$ cat config.mk
export PLATFORM = sky130hd
export DESIGN_NAME = memoria_juego_fsm
export DESIGN_NICKNAME = d
export VERILOG_FILES = /design/src/rtl/memoria_juego_fsm.sv
export SDC_FILE = /design/constraint.sdc
export NUM_CORES = 1
export LEC_CHECK = 0
export BUFFER_PORTS_ARGS = -buffer_cell sky130_fd_sc_hd__buf_2
export CAP_MARGIN = 10
export CELL_PAD_IN_SITES_DETAIL_PLACEMENT = 1
export CELL_PAD_IN_SITES_GLOBAL_PLACEMENT = 1
export CORE_ASPECT_RATIO = 0.75
export CORE_MARGIN = 2
export CORE_UTILIZATION = 40
export CTS_BUF_LIST = sky130_fd_sc_hd__clkbuf_8
export CTS_CLUSTER_SIZE = 10
export DETAILED_ROUTE_END_ITERATION = 10
export GPL_TIMING_DRIVEN = 0
export PLACE_DENSITY = 0.71
export SLEW_MARGIN = 25
export SYNTH_ARGS = -nofsm -noshare
export SYNTH_HDL_FRONTEND = slang
export SYNTH_SLANG_ARGS = --single-unit
$ cat constraint.sdc
create_clock -name clock_25 -period 2.95 [get_ports clock_25]
set_input_delay 0.59 -clock clock_25 [delete_from_list [all_inputs] [get_ports clock_25]]
set_output_delay 0.59 -clock clock_25 [all_outputs]
set_load 0.01 [all_outputs]
$ cat src/rtl/memoria_juego_fsm.sv
// Game logic for the 4x4 memory game: shuffle, pick, compare, hold and end-of-game sequencing.
// All outputs registered (1-cycle latency from button pulse); no backpressure, inputs ignored while busy.
module memoria_juego_fsm #(
    parameter int          SWAPS       = 64,
    parameter int          HOLD_CYCLES = 25000000,
    parameter int          MAX_MISSES  = 12,
    parameter logic [15:0] LFSR_SEED   = 16'hACE1
) (
    input  logic                  clock_25,
    input  logic                  reset,
    input  logic                  btn_up,
    input  logic                  btn_down,
    input  logic                  btn_left,
    input  logic                  btn_right,
    input  logic                  btn_select,
    output logic [0:3][0:3]       OpenCards,
    output logic [0:3][0:3][4:0]  MatrizJuego,
    output logic [1:0]            X,
    output logic [1:0]            Y,
    output logic [1:0]            result,
    output logic                  busy
);

    typedef enum logic [2:0] {
        ST_SHUFFLE,
        ST_PICK1,
        ST_PICK2,
        ST_CHECK,
        ST_HOLD,
        ST_WIN,
        ST_LOSE
    } state_t;

    localparam logic [31:0] SWAPS_L   = SWAPS;
    localparam logic [31:0] HOLD_LAST = HOLD_CYCLES - 1;
    localparam logic [7:0]  MAX_L     = 8'(MAX_MISSES);

    state_t                 state_q, state_d;
    logic [0:3][0:3][4:0]   mat_q, mat_d;
    logic [0:3][0:3]        open_q, open_d;
    logic [1:0]             x_q, x_d, y_q, y_d;
    logic [3:0]             pos_a_q, pos_a_d, pos_b_q, pos_b_d;
    logic [3:0]             pairs_q, pairs_d;
    logic [7:0]             misses_q, misses_d;
    logic [31:0]            shuf_cnt_q, shuf_cnt_d;
    logic [31:0]            hold_cnt_q, hold_cnt_d;
    logic [15:0]            lfsr_q, lfsr_d;
    logic [1:0]             result_q, result_d;
    logic                   busy_q, busy_d;

    logic                   move;
    logic                   sel_ok;

    function automatic logic [0:3][0:3][4:0] canonical_board();
        logic [0:3][0:3][4:0] b;
        for (int r = 0; r < 4; r++) begin
            for (int c = 0; c < 4; c++) begin
                b[r][c] = 5'((r * 4 + c) / 2);
            end
        end
        return b;
    endfunction

    always_comb begin
        state_d    = state_q;
        mat_d      = mat_q;
        open_d     = open_q;
        x_d        = x_q;
        y_d        = y_q;
        pos_a_d    = pos_a_q;
        pos_b_d    = pos_b_q;
        pairs_d    = pairs_q;
        misses_d   = misses_q;
        shuf_cnt_d = shuf_cnt_q;
        hold_cnt_d = hold_cnt_q;
        lfsr_d     = {lfsr_q[14:0], lfsr_q[15] ^ lfsr_q[13] ^ lfsr_q[12] ^ lfsr_q[10]};

        move   = btn_up | btn_down | btn_left | btn_right;
        sel_ok = btn_select && !move && !open_q[y_q][x_q];

        case (state_q)
            ST_SHUFFLE: begin
                if (shuf_cnt_q == SWAPS_L) begin
                    state_d = ST_PICK1;
                end else begin
                    // Second write restores the cell when both indices coincide.
                    mat_d[lfsr_q[3:2]][lfsr_q[1:0]] = mat_q[lfsr_q[7:6]][lfsr_q[5:4]];
                    mat_d[lfsr_q[7:6]][lfsr_q[5:4]] = mat_q[lfsr_q[3:2]][lfsr_q[1:0]];
                    shuf_cnt_d = shuf_cnt_q + 32'd1;
                end
            end
            ST_PICK1, ST_PICK2: begin
                if (btn_up)         y_d = y_q - 2'd1;
                else if (btn_down)  y_d = y_q + 2'd1;
                else if (btn_left)  x_d = x_q - 2'd1;
                else if (btn_right) x_d = x_q + 2'd1;
                if (sel_ok) begin
                    open_d[y_q][x_q] = 1'b1;
                    if (state_q == ST_PICK1) begin
                        pos_a_d = {y_q, x_q};
                        state_d = ST_PICK2;
                    end else begin
                        pos_b_d = {y_q, x_q};
                        state_d = ST_CHECK;
                    end
                end
            end
            ST_CHECK: begin
                if (mat_q[pos_a_q[3:2]][pos_a_q[1:0]] == mat_q[pos_b_q[3:2]][pos_b_q[1:0]]) begin
                    pairs_d = pairs_q + 4'd1;
                    state_d = (pairs_q == 4'd7) ? ST_WIN : ST_PICK1;
                end else begin
                    misses_d   = misses_q + 8'd1;
                    hold_cnt_d = 32'd0;
                    state_d    = ST_HOLD;
                end
            end
            ST_HOLD: begin
                if (hold_cnt_q == HOLD_LAST) begin
                    open_d[pos_a_q[3:2]][pos_a_q[1:0]] = 1'b0;
                    open_d[pos_b_q[3:2]][pos_b_q[1:0]] = 1'b0;
                    if (misses_q == MAX_L) begin
                        open_d  = '1;
                        state_d = ST_LOSE;
                    end else begin
                        state_d = ST_PICK1;
                    end
                end else begin
                    hold_cnt_d = hold_cnt_q + 32'd1;
                end
            end
            ST_WIN, ST_LOSE: begin
                if (btn_select) begin
                    open_d     = '0;
                    pairs_d    = 4'd0;
                    misses_d   = 8'd0;
                    shuf_cnt_d = 32'd0;
                    state_d    = ST_SHUFFLE;
                end
            end
            default: state_d = ST_SHUFFLE;
        endcase

        case (state_d)
            ST_SHUFFLE: result_d = 2'b11;
            ST_WIN:     result_d = 2'b01;
            ST_LOSE:    result_d = 2'b10;
            default:    result_d = 2'b00;
        endcase
        busy_d = (state_d == ST_SHUFFLE) || (state_d == ST_HOLD);
    end

    always_ff @(posedge clock_25 or negedge reset) begin
        if (!reset) begin
            state_q    <= ST_SHUFFLE;
            mat_q      <= canonical_board();
            open_q     <= '0;
            x_q        <= 2'd0;
            y_q        <= 2'd0;
            pos_a_q    <= 4'd0;
            pos_b_q    <= 4'd0;
            pairs_q    <= 4'd0;
            misses_q   <= 8'd0;
            shuf_cnt_q <= 32'd0;
            hold_cnt_q <= 32'd0;
            lfsr_q     <= LFSR_SEED;
            result_q   <= 2'b11;
            busy_q     <= 1'b1;
        end else begin
            state_q    <= state_d;
            mat_q      <= mat_d;
            open_q     <= open_d;
            x_q        <= x_d;
            y_q        <= y_d;
            pos_a_q    <= pos_a_d;
            pos_b_q    <= pos_b_d;
            pairs_q    <= pairs_d;
            misses_q   <= misses_d;
            shuf_cnt_q <= shuf_cnt_d;
            hold_cnt_q <= hold_cnt_d;
            lfsr_q     <= lfsr_d;
            result_q   <= result_d;
            busy_q     <= busy_d;
        end
    end

    assign OpenCards   = open_q;
    assign MatrizJuego = mat_q;
    assign X           = x_q;
    assign Y           = y_q;
    assign result      = result_q;
    assign busy        = busy_q;

endmodule
==> results of run 1 <==
-- cell usage in the layout, fill, tap and decap left out, types with 9 or more instances in the layout --
master    instances
xor2_1           41
mux2_2            9
buf_4            42
nor3_1           17
nand3_1          48
a22oi_1          13
nand2_1          90
nand2b_1         24
o22ai_1          60
a21oi_1          97
nor2b_1          15
clkbuf_2         12
o21ai_0          45
dfrtp_1         168
o221ai_1         11
clkbuf_1         26
nor4_1           10
xnor2_1          29
inv_1            25
a21o_1           17
buf_2           115
mux4_2           97
clkbuf_8         49
dfstp_2          35
a221oi_1         12
nor2_1          194
nand4_1          17
-- sequential cells by signal, summed over array words and instances (netlist names) --
signal       cells
MatrizJuego     80
hold_cnt_q      32
shuf_cnt_q      32
OpenCards       16
lfsr_q          16
misses_q         8
pairs_q          4
pos_a_q          4
pos_b_q          4
state_q          3
X                2
Y                2
result           2
busy             1
-- cell families after synthesis --
family / count (synthesis) / synth area share, %
compound gates: 294 / 14.61
xor+xnor: 73 / 5.024
fa+ha+maj: 6 / 0.5898
buf+inv: 97 / 3.146
flops: 206 / 40.85
mux: 113 / 18.51
simple gates: 473 / 17.27
-- through the flow --
step / instance area, sq um / std cells / total power [mW]
final: 15390 / 1878 / 11.62
after global routing: 15390 / 1878 / 12.10
after CTS: 14930 / 1850 / 10.96
after detailed placement: 13850 / 1779 / 7.597
after global placement: 13780 / 1777 / 7.471
after floorplan: 12730 / 1262 / 6.105
-- what timing repair did --
action,in CTS,in global routing
endpoints found under the hold margin,46,0
setup buffers,15,25
endpoints found under the setup margin,165,162
cloned,1,4
pin swaps,13,10
hold buffers,1,0
resized for setup,69,54
-- worst max-delay path by stage --
stage / from / end / slack [ns] / depth (start not counted)
final: pos_b_q[2]$_DFFE_PN0P_ / misses_q[5]$_DFFE_PN0P_ / -0.02 / 12
after global routing: pos_b_q[2]$_DFFE_PN0P_ / misses_q[5]$_DFFE_PN0P_ / -0.14 / 12
after CTS: hold_cnt_q[10]$_DFFE_PN0P_ / result[1]$_DFF_PN1_ / -0.005 / 8
after detailed placement: pos_b_q[3]$_DFFE_PN0P_ / hold_cnt_q[21]$_DFFE_PN0P_ / -0.90 / 10
after global placement: reset / OpenCards[9]$_DFFE_PN0P_ / -2.39 / 1
after floorplan: lfsr_q[6]$_DFF_PN1_ / MatrizJuego[23]$_DFFE_PN0P_ / 0.04 / 7
-- per-layer routing --
layer  vias up  wire length [microns]
li1       5084                      -
met1      6173                  21580
met2       646                  20900
met3       119                   6239
met4         2                   1157
met5         -                     52
-- cell type report --
class	instances	area (sq um)
tap	406	508.0
inverter	16	60.06
fill	3514	15930
clock inverter	18	131.4
multi-input combinational	960	7382
sequential	206	5202
timing repair buffer	156	1017
clock buffer	46	633.1
buffer	70	451.7
-- power by group through the flow --
stage	logic, mW	registers [mW]	clock network [mW]
2_1_floorplan	2.56	3.55	0
3_3_place_gp	3.84	3.63	0
3_5_place_dp	3.95	3.64	0
4_1_cts	4.36	3.64	2.96
5_1_grt	5.30	3.71	3.10
6_report	5.06	3.66	2.90
-- critical path, cell delays in order (launching register included) --
cell	delay (ns)
dfrtp_2	0.42
buf_12	0.14
buf_12	0.13
mux4_2	0.51
a22o_1	0.22
a221oi_2	0.22
xor2_1	0.18
buf_4	0.16
nor2_4	0.06
buf_4	0.16
a2111oi_2	0.45
xnor2_1	0.17
nor2_1	0.05
==> impl_results.md, run 1 <==
- FF-to-FF End: misses_q[5]$_DFFE_PN0P_
- GR Util met1: 42.04%
- Hold_ws: 0.3505 ns
- CTS tree: yes
- CTS root buf: clkbuf_8
- Yosys cell types: 58
- Top-area cell type share of the netlist area: 33.62%
- Setup WS post-layout: -0.01957 ns
- Dpl ws: -0.8958 ns
- Failing checks: setup timing
- Leading area contributor after synthesis: dfrtp_1
- VDD IR max: 0.0004236 V
- Area grow syn2layout: 20.89%
- Hold path cells: 0
- Core Area: 31320 sq um
- R2R depth: 12
- Routability cong.: 1.008
- DRT iter0 DRCs: 1248
- Setup slack, reg-to-reg: -0.02 ns
- Hold EP: lfsr_q[9]$_DFF_PN0_
- Sw Ratio: 42.35%
- Die W: 210.0 microns
- Antenna Violating Nets Remaining: 0
- Layout Utilization: 49.13%
- Combinational group share of total power: 43.5%
- Met2 Use GR: 41.58%
- Period utilization: 100.7%
- Synth top area cells: dfrtp_1, mux4_2, dfstp_2, nor2_1, a21oi_1
- Avg Cell Area, Syn: 10.08 sq um
- Row count: 56
- Worst hold start: lfsr_q[8]$_DFF_PN0_
- Pins Over Slew Limit: 0
- Die Area: 33280 sq um
- Mapped Area: 12730 sq um
- Die Y: 158.5 microns
- Clock power share: 25.0%
- Synth cell count leaders: nor2_1, dfrtp_1, a21oi_1
- Clk_lat worst skew: 0.57 ns
- Most frequent cell after synthesis: nor2_1
- CTS Buf Count: 38
- Initial core utilization: 40.64%
- Clk slew on worst S/H paths: 0.06 ns
- Grt met3 use: 11.56%
- First-pass GRT wire length: 73610 microns
- Largest net degree at the start of global routing: 82
- Routed wire length per instance: 26.59 microns
- Worst hold path class: reg -> reg
- Share of cells above drive strength 1: 30.23%
- Setup Skew: 0.02838 ns
- Seq cells post-synth: 206
- Critical path peak fanout: 6
- Start of the worst register-to-register path: pos_b_q[2]$_DFFE_PN0P_
- DR vias: 12020
- Vias in the first global route: 11950
- Detailed placement HPWL: 35780 microns
- Worst setup EP type: flip-flop
- DR vias/cell: 6.403
- Yosys warns: 0
- Final setup viols: 1
- Status: finished with violations
- I/O Buffers: 109
- I/O pins: 110
- Drt total wl: 49930 microns
- Post-synth EDFFs: 0
- Antenna violations before repair: 0
- CTS max path bufs: 3
- Seq/Total Area, Yosys: 40.85%
- Power Density: 755.1 nW/um^2
- # H-tree levels: 2
- Max-Slew Margin vs Limit: 40.34%
- Unrepaired setup endpoints after global routing: yes
- TritonCTS Sinks: 206
- Setup_tns: -0.01957 ns
- Net Sw Power: 4.921 mW
- Critical path class: reg -> reg
- Global route overflow: 0
- First-pass DRT Iterations: 6
- Nets: 1461
- Ant. Diodes: 0
- Critical Path Source Type: flip-flop
- Final hold violation count: 0
- Syn nets: 1275
- Crit path required time: 3.39 ns
- DRC viols: 0
- Max Cap Violations: 0
- Busiest layer in global routing: met1
- Post-route minimum period: 2.970 ns
- Synthesized instance count: 1262
- Sequential share of power: 31.5%
- Asr flop ratio synth: 100.0%
- Max Fclk: 336.8 MHz
- CP Data Arrival Time: 3.41 ns
- Least-Margin Pin Slew: 0.8931 ns
- Top FF cell, synth: dfrtp_1
- Tot GR Track Use: 29.44%
- Leakage: 6.455 nW
- Int Power: 6.698 mW
(Power assumes the default switching activity.)
==> run 2, diff against run 1 <==
Settings changed: GPL_TIMING_DRIVEN 0 to default.
==> impl_results.md, run 2 (synthesized netlist as in run 1, its figures left out) <==
- Worst setup EP type: flip-flop
- Global route overflow: 0 (unchanged)
- Antenna violations before repair: 2 (+2)
- Final hold violation count: 0 (unchanged)
- Post-route minimum period: 2.925 ns (-0.04472 ns)
- Top cell by count, worst path: or4_4
- Ordered cell list for the critical path: or4_1 > or4_4 > or4_4 > or3b_1 > a21oi_2 > o21bai_4 > nor2_2 > a31o_1
- CTS root buf: clkbuf_8
- Detailed placement HPWL: 35860 microns (+0.24%)
- Pins Over Slew Limit: 0 (unchanged)
- Die Area: 33280 sq um (unchanged)
- Hold_ws: 0.03040 ns (-0.3201 ns)
- Combinational group share of total power: 41.5% (-2.0 points)
- First-pass GRT wire length: 75130 microns (+2.1%)
- Clk_lat worst skew: 0.57 ns (about the same)
- Initial core utilization: 40.64% (unchanged)
- Power Density: 709.3 nW/um^2 (-6.1%)
- Max stage delay on crit path: 0.51 ns (about the same)
- Int Power: 6.453 mW (-3.7%)
- I/O pins: 110 (unchanged)
- Worst hold path class: in -> async
- Unrepaired setup endpoints after global routing: yes
- Ant. Diodes: 0 (unchanged)
- Status: completed
- Crit path required time: 3.43 ns (+0.04 ns)
- DR vias/cell: 6.326 (-1.2%)
- Critical path peak fanout: 4 (-2)
- # H-tree levels: 2 (unchanged)
- Die Y: 158.5 microns (unchanged)
- Setup Skew: 0.02298 ns (-0.005402 ns)
- CTS Hold Bufs: 0 (-1)
- Critical path class: reg -> reg
- Most common cell after layout, fill and taps aside: nor2_1
- Tot GR Track Use: 30.05% (+0.61 points)
- Commonest cells after routing, fill and taps aside: nor2_1, dfrtp_1, buf_4
- Max Fclk: 341.9 MHz (+1.5%)
- Setup WS post-layout: 0.02515 ns (+0.04472 ns)
- Largest net degree at the start of global routing: 63 (-23%)
- DRT iter0 DRCs: 1254 (+0.48%)
- Nets: 1481 (+1.4%)
- Leakage: 6.693 nW (+3.7%)
- First-pass DRT Iterations: 5 (-1)
- VDD IR max: 0.0003907 V (-7.8%)
- Die W: 210.0 microns (unchanged)
- Dpl ws: -0.1539 ns (+0.7419 ns)
- DRC viols: 0 (unchanged)
- Max-Slew Margin vs Limit: 49.42% (+9.1 points)
- Antenna Violating Nets Remaining: 0 (unchanged)
- CTS Buf Count: 37 (-2.6%)
- Sequential share of power: 32.9% (+1.4 points)
- Drt total wl: 49720 microns (-0.42%)
- Row count: 56 (unchanged)
- Final setup viols: 0 (-1)
- Clock power share: 25.5% (+0.5 points)
- Max Cap Violations: 0 (unchanged)
- Critical Path Source Type: flip-flop
- DR vias: 12040 (+0.12%)
- Routed wire length per instance: 26.13 microns (-1.7%)
- Area grow syn2layout: 21.49%
- Least-Margin Pin Slew: 0.7572 ns (-0.1359 ns)
- TritonCTS Sinks: 206 (unchanged)
- I/O Buffers: 109 (unchanged)
- Core Area: 31320 sq um (unchanged)
- Net Sw Power: 4.515 mW (-8.2%)
- Share of cells above drive strength 1: 31.46% (+1.2 points)
- Largest register FFs: 80 (unchanged)
- CP max stage cell: or4_1
- Clk slew on worst S/H paths: 0.07 ns (about the same)
- Sw Ratio: 41.16% (-1.2 points)
- Period utilization: 99.15% (-1.5 points)
- CTS tree: yes
- CP Data Arrival Time: 3.40 ns (about the same)
- Vias in the first global route: 11980 (+0.25%)
- CTS max path bufs: 3 (unchanged)
- Routability cong.: 0.9655 (-4.2%)
-- run 2: path summary, 6_finish.rpt --
path / startpoint / to / slack [ns] / cells after the start
max in group asynchronous: reset / shuf_cnt_q[24]$_DFFE_PN0P_ / 2.13 / 2
worst min register to register: lfsr_q[8]$_DFF_PN0_ / lfsr_q[9]$_DFF_PN0_ / 0.36 / 0
min in group clock_25: lfsr_q[8]$_DFF_PN0_ / lfsr_q[9]$_DFF_PN0_ / 0.36 / 0
worst max-delay path: hold_cnt_q[8]$_DFFE_PN0P_ / result[1]$_DFF_PN1_ / 0.03 / 8
worst max register to register: hold_cnt_q[8]$_DFFE_PN0P_ / result[1]$_DFF_PN1_ / 0.03 / 8
worst min-delay path: reset / MatrizJuego[54]$_DFFE_PN0P_ / 0.03 / 1
-- run 2: power by group through the flow --
stage	logic, mW	registers [mW]	clock network (mW)
after floorplan	2.56	3.55	0
after global placement	4.06	3.62	0
after detailed placement	4.13	3.64	0
after CTS	4.22	3.59	2.85
after global routing	4.85	3.66	2.98
final	4.56	3.61	2.80
-- run 2: critical path, delay by kind of cell (launching register included) --
family | cells | cell delay, ns
AOI/OAI and AO/OA | 3 | 0.55
and+or+nand+nor | 5 | 1.93
DFF | 1 | 0.38
-- run 2: layout make-up --
cell class                 instances  area (sq um)
clock inverter                    19         80.08
tap                              406         508.0
sequential                       206          5200
fill                            3501         15860
clock buffer                      49         674.4
multi-input combinational        960          7224
timing repair buffer             247          1715
inverter                          16         60.06
-- run 2: metal layers --
metal,up-vias,wire [microns],global-route usage [%]
met5,-,13,0
met3,103,6675,12.45
met4,2,1059,7.464
met2,708,20350,41.80
met1,6103,21620,43.09
li1,5123,-,-
-- run 2: metrics by stage --
step                instance area [sq um]  setup TNS (ns)  utilization, %  power (mW)  cells
detailed placement                  14480         -0.3477           46.24       7.773   1816
finish                              15460               0           49.37       10.97   1903
floorplan                           12730               0               -       6.105   1262
CTS                                 15250               0           48.70       10.66   1884
global route                        15460         -0.1655           49.37       11.48   1903
global placement                    14470         -0.1955           46.21       7.684   1816
-- run 2: what timing repair did --
action | CTS | global route
pin swaps | 1 | 3
setup buffers | 0 | 18
resized for setup | 5 | 11
gates cloned | 0 | 1
setup endpoints to repair | 34 | 63
==> run 3, diff against run 2 <==
Settings changed: CORE_UTILIZATION 40 to 44, CTS_CLUSTER_DIAMETER from default to 150, PLACE_DENSITY 0.71 to 0.77.
==> impl_results.md, run 3 (synthesized netlist as in run 1, its figures left out) <==
- Worst hold path class: in -> async
- Critical path's top delay family: multiplexers
- Antenna Violating Nets Remaining: 0 (unchanged)
- CP max stage cell: mux4_2
- Post-route minimum period: 2.910 ns (-0.01535 ns)
- Die Area: 30320 sq um (-8.9%)
- CTS Buf Count: 24 (-35%)
- Core Area: 28250 sq um (-9.8%)
- Die W: 200.4 microns (-4.6%)
- Critical Path Source Type: flip-flop
- Largest net degree at the start of global routing: 80 (+27%)
- DR vias/cell: 6.608 (+4.5%)
- Max-Slew Margin vs Limit: 32.88% (-17 points)
- Net Sw Power: 4.511 mW (about the same)
- Dpl ws: -0.1444 ns (+0.009558 ns)
- Die Y: 151.3 microns (-4.5%)
- Setup slack, reg-to-reg: 0.04 ns (+0.02 ns)
- Worst path bufs/invs: 3 (+3)
- Total Power: 10.34 mW (-5.7%)
- Final setup viols: 0 (unchanged)
- Sw Ratio: 43.62% (+2.5 points)
- Clock power share: 19.2% (-6.3 points)
- DP Area: 14280 sq um (-1.4%)
- CTS tree: yes
- Hold_ws: -0.001116 ns (-0.03151 ns)
- Least-Margin Pin Slew: 1.005 ns (+0.2475 ns)
- I/O Buffers: 109 (unchanged)
- TritonCTS Sinks: 206 (unchanged)
- Combinational group share of total power: 45.7% (+4.2 points)
- Antenna violations before repair: 2 (unchanged)
- DRC viols: 0 (unchanged)
- CP Data Arrival Time: 3.42 ns (+0.02 ns)
- Int Power: 5.831 mW (-9.6%)
- Largest register FFs: 80 (unchanged)
- Crit path required time: 3.46 ns (+0.03 ns)
- Vias in the first global route: 12070 (+0.68%)
- Routed wire length per instance: 27.06 microns (+3.6%)
- Worst setup EP type: flip-flop
- DR vias: 12070 (+0.22%)
- Final instance area: 14980 sq um (-3.1%)
- Max stage delay on crit path: 0.52 ns (about the same)
- Initial core utilization: 45.05% (+4.4 points)
- Detailed placement HPWL: 35610 microns (-0.70%)
- Tot GR Track Use: 32.77% (+2.7 points)
- Critical path peak fanout: 7 (+3)
- VDD IR max: 0.0003785 V (-3.1%)
- Drt total wl: 49420 microns (-0.61%)
- I/O pins: 110 (unchanged)
- Max Cap Violations: 0 (unchanged)
- Most common cell after layout, fill and taps aside: nor2_1
- Status: finished with violations
- Clk slew on worst S/H paths: 0.08 ns (about the same)
- Leakage: 6.408 nW (-4.3%)
- Setup Skew: 0.02437 ns (+0.001397 ns)
- Power Density: 690.4 nW/um^2 (-2.7%)
- CTS max path bufs: 3 (unchanged)
- Period utilization: 98.63% (-0.52 points)
- Share of cells above drive strength 1: 29.29% (-2.2 points)
- Clk_lat worst skew: 0.60 ns (+0.03 ns)
- Routability cong.: 0.9776 (+1.3%)
- Max Fclk: 343.7 MHz (+0.53%)
- Final hold violation count: 1 (+1)
- R2R depth: 10 (+2)
- Top cell by count, worst path: buf_12
- Placed Cells: 1768 (-2.6%)
- CTS root buf: clkbuf_8
- First-pass GRT wire length: 75110 microns (about the same)
- FF-to-FF End: pairs_q[3]$_DFFE_PN0P_
- Global route overflow: 0 (unchanged)
- Ant. Diodes: 0 (unchanged)
- Commonest cells after routing, fill and taps aside: nor2_1, dfrtp_1, buf_2
- Ordered cell list for the critical path: buf_12 > buf_12 > mux4_2 > mux4_2 > xor2_2 > nor3_4 > buf_12 > nand3_2 > or3_1 > a21oi_1
- First-pass DRT Iterations: 6 (+1)
- # H-tree levels: 1 (-1)
- Failing checks: hold timing
- Row count: 53 (-5.4%)
- Area grow syn2layout: 17.70%
- Setup WS post-layout: 0.04050 ns (+0.01535 ns)
- Pins Over Slew Limit: 0 (unchanged)
- Fin cells: 1826 (-4.0%)
- DRT iter0 DRCs: 1268 (+1.1%)
- Nets: 1436 (-3.0%)
- Sequential share of power: 35.1% (+2.2 points)
- Critical path class: reg -> reg
- # fillers: 3188 (-8.9%)
- Start of the worst register-to-register path: pos_b_q[2]$_DFFE_PN0P_
[run 3: changes by cell type in the layout (fill, tap and decap cells not counted), sizes merged]
| cell | previous run | this run |
|---|---|---|
| clkinv | 4 | 0 |
| a21oi | 101 | 100 |
| clkbuf | 50 | 25 |
| buf | 246 | 215 |
| clkinvlp | 1 | 0 |
| inv | 30 | 35 |
| bufinv | 0 | 1 |
[run 3: what timing repair did]
action / in CTS / in global routing
hold buffers: 0 / 0
resized for setup: 4 / 26
pin swaps: 1 / 12
setup buffers: 0 / 14
setup endpoints to repair: 12 / 70
[run 3: worst max-delay path by stage]
stage / from / end / slack (ns) / cells past startpoint
2_1_floorplan: lfsr_q[6]$_DFF_PN1_ / MatrizJuego[23]$_DFFE_PN0P_ / 0.04 / 7
3_3_place_gp: Y[0]$_DFFE_PN0P_ / result[0]$_DFF_PN1_ / -0.09 / 8
3_5_place_dp: Y[0]$_DFFE_PN0P_ / result[0]$_DFF_PN1_ / -0.14 / 8
4_1_cts: hold_cnt_q[8]$_DFFE_PN0P_ / result[1]$_DFF_PN1_ / 0.005 / 8
5_1_grt: pos_b_q[2]$_DFFE_PN0P_ / result[0]$_DFF_PN1_ / -0.05 / 11
6_report: pos_b_q[2]$_DFFE_PN0P_ / pairs_q[3]$_DFFE_PN0P_ / 0.04 / 10
[run 3: layer usage]
layer	vias up	wire length (microns)	global-route usage, %
met1	6147	20920	46.09
met2	733	20370	47.19
met5	-	8	0
met3	161	6395	12.46
li1	5023	-	-
met4	2	1724	9.333
[run 3: layout make-up]
class | count | area [sq um] | share of cell area [%]
repair buffers | 216 | 1540 | 10.28
inverters | 16 | 60.06 | 0.4009
well taps | 385 | 481.7 | 3.216
clock inverters | 20 | 106.4 | 0.7100
multi-input cells | 959 | 7257 | 48.45
flip-flops and latches | 206 | 5204 | 34.74
clock buffers | 24 | 330.3 | 2.205
[run 3: metrics by stage]
stage | setup TNS [ns] | util, %
after floorplan | 0 | -
after global placement | -0.08896 | 50.56
after global routing | -0.1044 | 53.03
final | 0 | 53.03
after CTS | 0 | 52.13
after detailed placement | -0.2578 | 50.56
[run 3: power groups by stage]
stage / Combinational (mW) / Sequential, mW / Clock [mW]
floorplan: 2.56 / 3.55 / 0
global placement: 3.98 / 3.65 / 0
detailed placement: 4.08 / 3.66 / 0
CTS: 4.11 / 3.62 / 2.03
global route: 4.98 / 3.68 / 2.14
finish: 4.73 / 3.63 / 1.98
